`src/rtl/simon_nibble_host.sv`:
```
// Host-side nibble-serial driver for the Simon core: load key+block, wait, read back the block.
// Latency: o_done is asserted LN+WAIT_CYCLES+RN+1 edges after the accepted start; all outputs registered.
// No backpressure: i_start is honoured only in IDLE, and requests made while busy or in DONE are dropped.
module simon_nibble_host #(
    parameter int KEY_W       = 64,
    parameter int BLK_W       = 32,
    parameter int WAIT_CYCLES = 32
) (
    input  logic             i_clk,
    input  logic             i_rst_n,
    input  logic             i_start,
    input  logic [KEY_W-1:0] i_key,
    input  logic [BLK_W-1:0] i_block,
    output logic             o_busy,
    output logic             o_done,
    output logic [BLK_W-1:0] o_result,
    output logic             o_shift,
    output logic [3:0]       o_data,
    input  logic [3:0]       i_data
);

    localparam int SR_W    = KEY_W + BLK_W;
    localparam int LN      = SR_W / 4;
    localparam int RN      = BLK_W / 4;
    localparam int CNT_MAX = (LN > WAIT_CYCLES) ? ((LN > RN) ? LN : RN)
                                                : ((WAIT_CYCLES > RN) ? WAIT_CYCLES : RN);
    localparam int CNT_W   = $clog2(CNT_MAX + 1);

    localparam logic [CNT_W-1:0] LN_LAST = CNT_W'(LN - 1);
    localparam logic [CNT_W-1:0] WT_LAST = CNT_W'(WAIT_CYCLES - 1);
    localparam logic [CNT_W-1:0] RN_LAST = CNT_W'(RN - 1);

    typedef enum logic [2:0] {
        ST_IDLE,
        ST_LOAD,
        ST_WAIT,
        ST_READ,
        ST_DONE
    } state_t;

    state_t           state, state_nxt;
    logic [CNT_W-1:0] cnt, cnt_nxt;
    logic [SR_W-1:0]  sr, sr_nxt;
    logic [BLK_W-1:0] acc, acc_nxt, result_nxt;
    logic             busy_nxt, done_nxt, shift_nxt;
    logic [3:0]       data_nxt;
    logic             sample;

    // Pins lag the state by one register stage, so the core's nibble for read cycle n
    // is on i_data while the FSM is already one step ahead (READ cnt>=1, or DONE).
    assign sample = ((state == ST_READ) && (cnt != '0)) || (state == ST_DONE);

    always_comb begin
        state_nxt  = state;
        cnt_nxt    = cnt + 1'b1;
        sr_nxt     = sr;
        acc_nxt    = acc;
        result_nxt = o_result;
        busy_nxt   = 1'b0;
        done_nxt   = 1'b0;
        shift_nxt  = 1'b0;
        data_nxt   = 4'h0;

        if (sample) begin
            acc_nxt = (acc << 4) | BLK_W'(i_data);
        end

        case (state)
            ST_IDLE: begin
                cnt_nxt = '0;
                if (i_start) begin
                    state_nxt = ST_LOAD;
                    sr_nxt    = {i_key, i_block};
                end
            end
            ST_LOAD: begin
                busy_nxt  = 1'b1;
                shift_nxt = 1'b1;
                data_nxt  = sr[SR_W-1 -: 4];
                sr_nxt    = sr << 4;
                if (cnt == LN_LAST) begin
                    state_nxt = ST_WAIT;
                    cnt_nxt   = '0;
                end
            end
            ST_WAIT: begin
                busy_nxt = 1'b1;
                if (cnt == WT_LAST) begin
                    state_nxt = ST_READ;
                    cnt_nxt   = '0;
                end
            end
            ST_READ: begin
                busy_nxt  = 1'b1;
                shift_nxt = 1'b1;
                if (cnt == RN_LAST) begin
                    state_nxt = ST_DONE;
                    cnt_nxt   = '0;
                end
            end
            ST_DONE: begin
                done_nxt   = 1'b1;
                result_nxt = acc_nxt;
                state_nxt  = ST_IDLE;
                cnt_nxt    = '0;
            end
            default: begin
                state_nxt = ST_IDLE;
                cnt_nxt   = '0;
            end
        endcase
    end

    always_ff @(posedge i_clk) begin
        if (!i_rst_n) begin
            state    <= ST_IDLE;
            cnt      <= '0;
            sr       <= '0;
            acc      <= '0;
            o_result <= '0;
            o_busy   <= 1'b0;
            o_done   <= 1'b0;
            o_shift  <= 1'b0;
            o_data   <= 4'h0;
        end else begin
            state    <= state_nxt;
            cnt      <= cnt_nxt;
            sr       <= sr_nxt;
            acc      <= acc_nxt;
            o_result <= result_nxt;
            o_busy   <= busy_nxt;
            o_done   <= done_nxt;
            o_shift  <= shift_nxt;
            o_data   <= data_nxt;
        end
    end

endmodule

```
`config.mk`:
```
export PLATFORM = sky130hd
export DESIGN_NAME = simon_nibble_host
export DESIGN_NICKNAME = d
export VERILOG_FILES = /design/src/rtl/simon_nibble_host.sv
export SDC_FILE = /design/constraint.sdc
export NUM_CORES = 1
export LEC_CHECK = 0
export BUFFER_PORTS_ARGS = -buffer_cell sky130_fd_sc_hd__buf_4
export CAP_MARGIN = 20
export CELL_PAD_IN_SITES_DETAIL_PLACEMENT = 2
export CELL_PAD_IN_SITES_GLOBAL_PLACEMENT = 2
export CORE_MARGIN = 4
export CORE_UTILIZATION = 34
export CTS_BUF_LIST = sky130_fd_sc_hd__clkbuf_8
export CTS_CLUSTER_DIAMETER = 60
export CTS_CLUSTER_SIZE = 12
export DETAILED_ROUTE_END_ITERATION = 8
export GPL_ROUTABILITY_DRIVEN = 0
export PLACE_DENSITY = 0.77
export SLEW_MARGIN = 5
export SYNTH_ARGS = -nofsm -noshare
export SYNTH_HDL_FRONTEND = slang
export SYNTH_SLANG_ARGS = --single-unit
```
`constraint.sdc`:
```
create_clock -name i_clk -period 1.9 [get_ports i_clk]
set_input_delay 0.285 -clock i_clk [delete_from_list [all_inputs] [get_ports i_clk]]
set_output_delay 0.285 -clock i_clk [all_outputs]
set_load 0.02 [all_outputs]
```
==> impl_metrics.yaml <==
outcome:
  status: "finished with violations"
  failed_checks: "setup timing"
job:
  cap_violations: 0
final_layout:
  area_delta_synth_final_pct: 26.2
  n_antenna_cell: 0
  drive_above_1_share_pct: 23.9
  fill_cells: 2184
  utilization_pct: 43.7
  final_nets: 988
routing:
  ant_nets: 0
  viasPerCell: 5.27
  wl_um: 21900
  drc: 0
  wire_per_inst_um: 18.8
  dr.pass1.iters: 4
  vias: 6141
  dr.first_iter.drc_count: 378
floorplanning:
  rows: 52
  dieArea_um2: 23000
  die_w_um: 152
  ios: 142
  initial_core_util_pct: 34.6
  core_um2: 20200
  die_y_um: 152
grt:
  gr-total-overflow: 0
  grt_pass1_wl_um: 33700
  grt_max_degree: 161
  antenna_found_initial: 0
  first_global_vias: 6638
  grt_usage_pct: 18.3
clock_tree:
  cts.sinks: 172
  cts.reportedPaths.clkPinSlew_ns: 0.09
  cts_tree: "built"
  holdBufCountCts: 0
  post_cts_buffers: 0
  htree_levels: 4
  root_buffer: "clkbuf_8"
  insertion_delay_ns: 0.45
  cts_buffers: 17
  cts_buffer_depth: 2
timing:
  maxSlewHeadroom_pct: 60.4
  period_minus_slack_ns: 1.95
  whs_ns: 0.0936
  rsz0062_at_grt: "yes"
  hold_viol: 0
  max_freq_mhz: 512
  worst_slack_ns: -0.0544
  period_share_pct: 103
  worst_slew_pin_slew_ns: 0.595
  tns_ns: -0.0838
  setup_violations: 5
  skew_ns: 0.0137
  final-max-slew-violation-count: 0
yosys:
  avgSynthCellArea_um2: 9.04
  netlist_area_um2: 7010
  syn_inst: 775
  synthTopCellsByCount: "nand2_1 (174), dfxtp_1 (172), a21boi_0 (120), a22oi_1 (87), clkbuf_1 (40)"
  synth_seq_cells: 172
  synthArstFlopShare_pct: 0
  synthFlopType: "dfxtp_1"
  yosysMostFrequentCell: "nand2_1"
  synth_largest_area_cell: "dfxtp_1"
  synth_edf_count: 0
  yosysUniqueCellTypes: 39
  ys_top_cells_by_area: "dfxtp_1 (49%), a21boi_0 (13%), a22oi_1 (9.3%), nand2_1 (9.3%), a21boi_1 (3.1%)"
  seq_area_frac_synth_pct: 49.1
  synth_top_area_share_pct: 49.1
  ys_warn_count: 0
  syn_nets: 880
critical_path:
  cp_max_fo: 7
  r2r-start: "cnt[0]"
  r2r-end: "acc[22]"
  crit_required_ns: 2.27
  endpoint_kind: "flop"
  cp.arrival_ns: 2.33
  worstSetupPathType: "flop to flop"
  critPathLaunchType: "flop"
  rrSetupSlack_ns: -0.05
  rr_worst_depth: 7
worst_hold_path:
  min_from: "i_block[0]"
  whs_path_depth: 3
  hp-class: "input port to flop"
  min_to: "sr[0]"
power_and_ir_drop:
  p_leak_nw: 3.31
  power_density_nw_per_um2: 1140
  ir_worst_vdd_uv: 505
placement:
  dp_hpwl_um: 14500
  port_buffers: 141
==> final cells by class <==
| type | count | area (µm²) | area share, % |
|---|---|---|---|
| inverters | 5 | 21.3 | 0.240 |
| clock buffers | 18 | 248 | 2.80 |
| flip-flops and latches | 172 | 3450 | 39.0 |
| clock inverters | 14 | 205 | 2.32 |
| repair buffers | 160 | 1350 | 15.3 |
| well taps | 270 | 338 | 3.82 |
| multi-input cells | 527 | 3230 | 36.5 |
==> metal layers <==
layer  global-route usage, %  share of wire [%]  up-vias
met5                       0                  0        -
met4                    6.20                1.8        0
met2                    31.7                 50      129
met1                    22.0                 43     3051
met3                    5.06                5.1       28
li1                        -                  -     2933
==> kinds of logic (layout without fill, tap and decap cells) <==
logic type | Yosys count | after routing | synth area share (%)
buffers and inverters | 77 | 197 | 5.55
multiplexers | 2 | 2 | 0.286
XOR/XNOR | 5 | 5 | 0.625
flip-flops | 172 | 172 | 49.1
AO/OA/AOI/OAI | 282 | 283 | 29.5
AND/OR/NAND/NOR | 235 | 235 | 14.5
adder cells (fa/ha/maj) | 2 | 2 | 0.357
==> placed cells by master (no fill, tap or decap), types with 3 or more instances in the layout <==
| master | n |
|---|---|
| o21ai_0 | 22 |
| o21ai_1 | 10 |
| buf_12 | 9 |
| clkbuf_8 | 18 |
| nand2_1 | 173 |
| inv_1 | 3 |
| clkinvlp_4 | 3 |
| and2_1 | 5 |
| nor3_1 | 6 |
| a22o_1 | 4 |
| xnor2_1 | 4 |
| bufinv_16 | 4 |
| dfxtp_1 | 169 |
| a21oi_1 | 3 |
| nand3_1 | 30 |
| a22oi_1 | 87 |
| buf_4 | 148 |
| a21boi_0 | 119 |
| nor2_1 | 6 |
| a21boi_1 | 28 |
| inv_6 | 3 |
==> flip-flops by register name, indices dropped and copies added (netlist names) <==
register,flops
o_busy,1
o_shift,1
acc,28
o_result,32
cnt,6
o_done,1
state,3
o_data,4
sr,96
==> worst max path at each step <==
| stage | from | endpoint | slack, ns | cells past startpoint |
|---|---|---|---|---|
| 2_1_floorplan | cnt[0] | acc[11] | 0.22 | 7 |
| 3_3_place_gp | cnt[0] | acc[0] | 0.17 | 6 |
| 3_5_place_dp | cnt[0] | acc[2] | 0.03 | 6 |
| 4_1_cts | cnt[0] | acc[9] | 0.02 | 6 |
| 5_1_grt | cnt[0] | acc[22] | -0.12 | 7 |
| 6_report | cnt[0] | acc[22] | -0.05 | 7 |
==> critical path: stages (launching register included) <==
cell and delay, ns:
dfxtp_4 0.37, inv_4 0.06, ha_4 0.12, or4b_4 0.50, o211ai_4 0.34, clkbuf_16 0.23, nand3_1 0.10, a21boi_1 0.17
==> repair_timing <==
item | 4_1_cts | 5_1_grt
resized for setup | 2 | 21
endpoints found under the setup margin | 2 | 27
pin swaps | 0 | 2
endpoints found under the hold margin | 0 | 0
gates cloned | 0 | 4
==> where the power goes <==
| group | total, mW | leakage [nW] | switching (mW) | internal [mW] |
|---|---|---|---|---|
| Sequential | 4.50 | 1.40 | 0.360 | 4.14 |
| Combinational | 2.67 | 1.69 | 1.63 | 1.04 |
| Clock | 2.92 | 0.220 | 1.42 | 1.50 |
| Total | 10.1 | 3.31 | 3.41 | 6.67 |
==> metrics by stage <==
step / std cells / power [mW] / cell area, µm² / setup slack, ns
after global placement: 1130 / 7.03 / 8280 / 0.173
after global routing: 1166 / 10.7 / 8850 / -0.115
after CTS: 1162 / 10.2 / 8730 / 0.0185
after detailed placement: 1130 / 7.21 / 8280 / 0.0331
after floorplan: 775 / 6.25 / 7010 / 0.221
final: 1166 / 10.1 / 8850 / -0.0544
(Power assumes the default switching activity.)
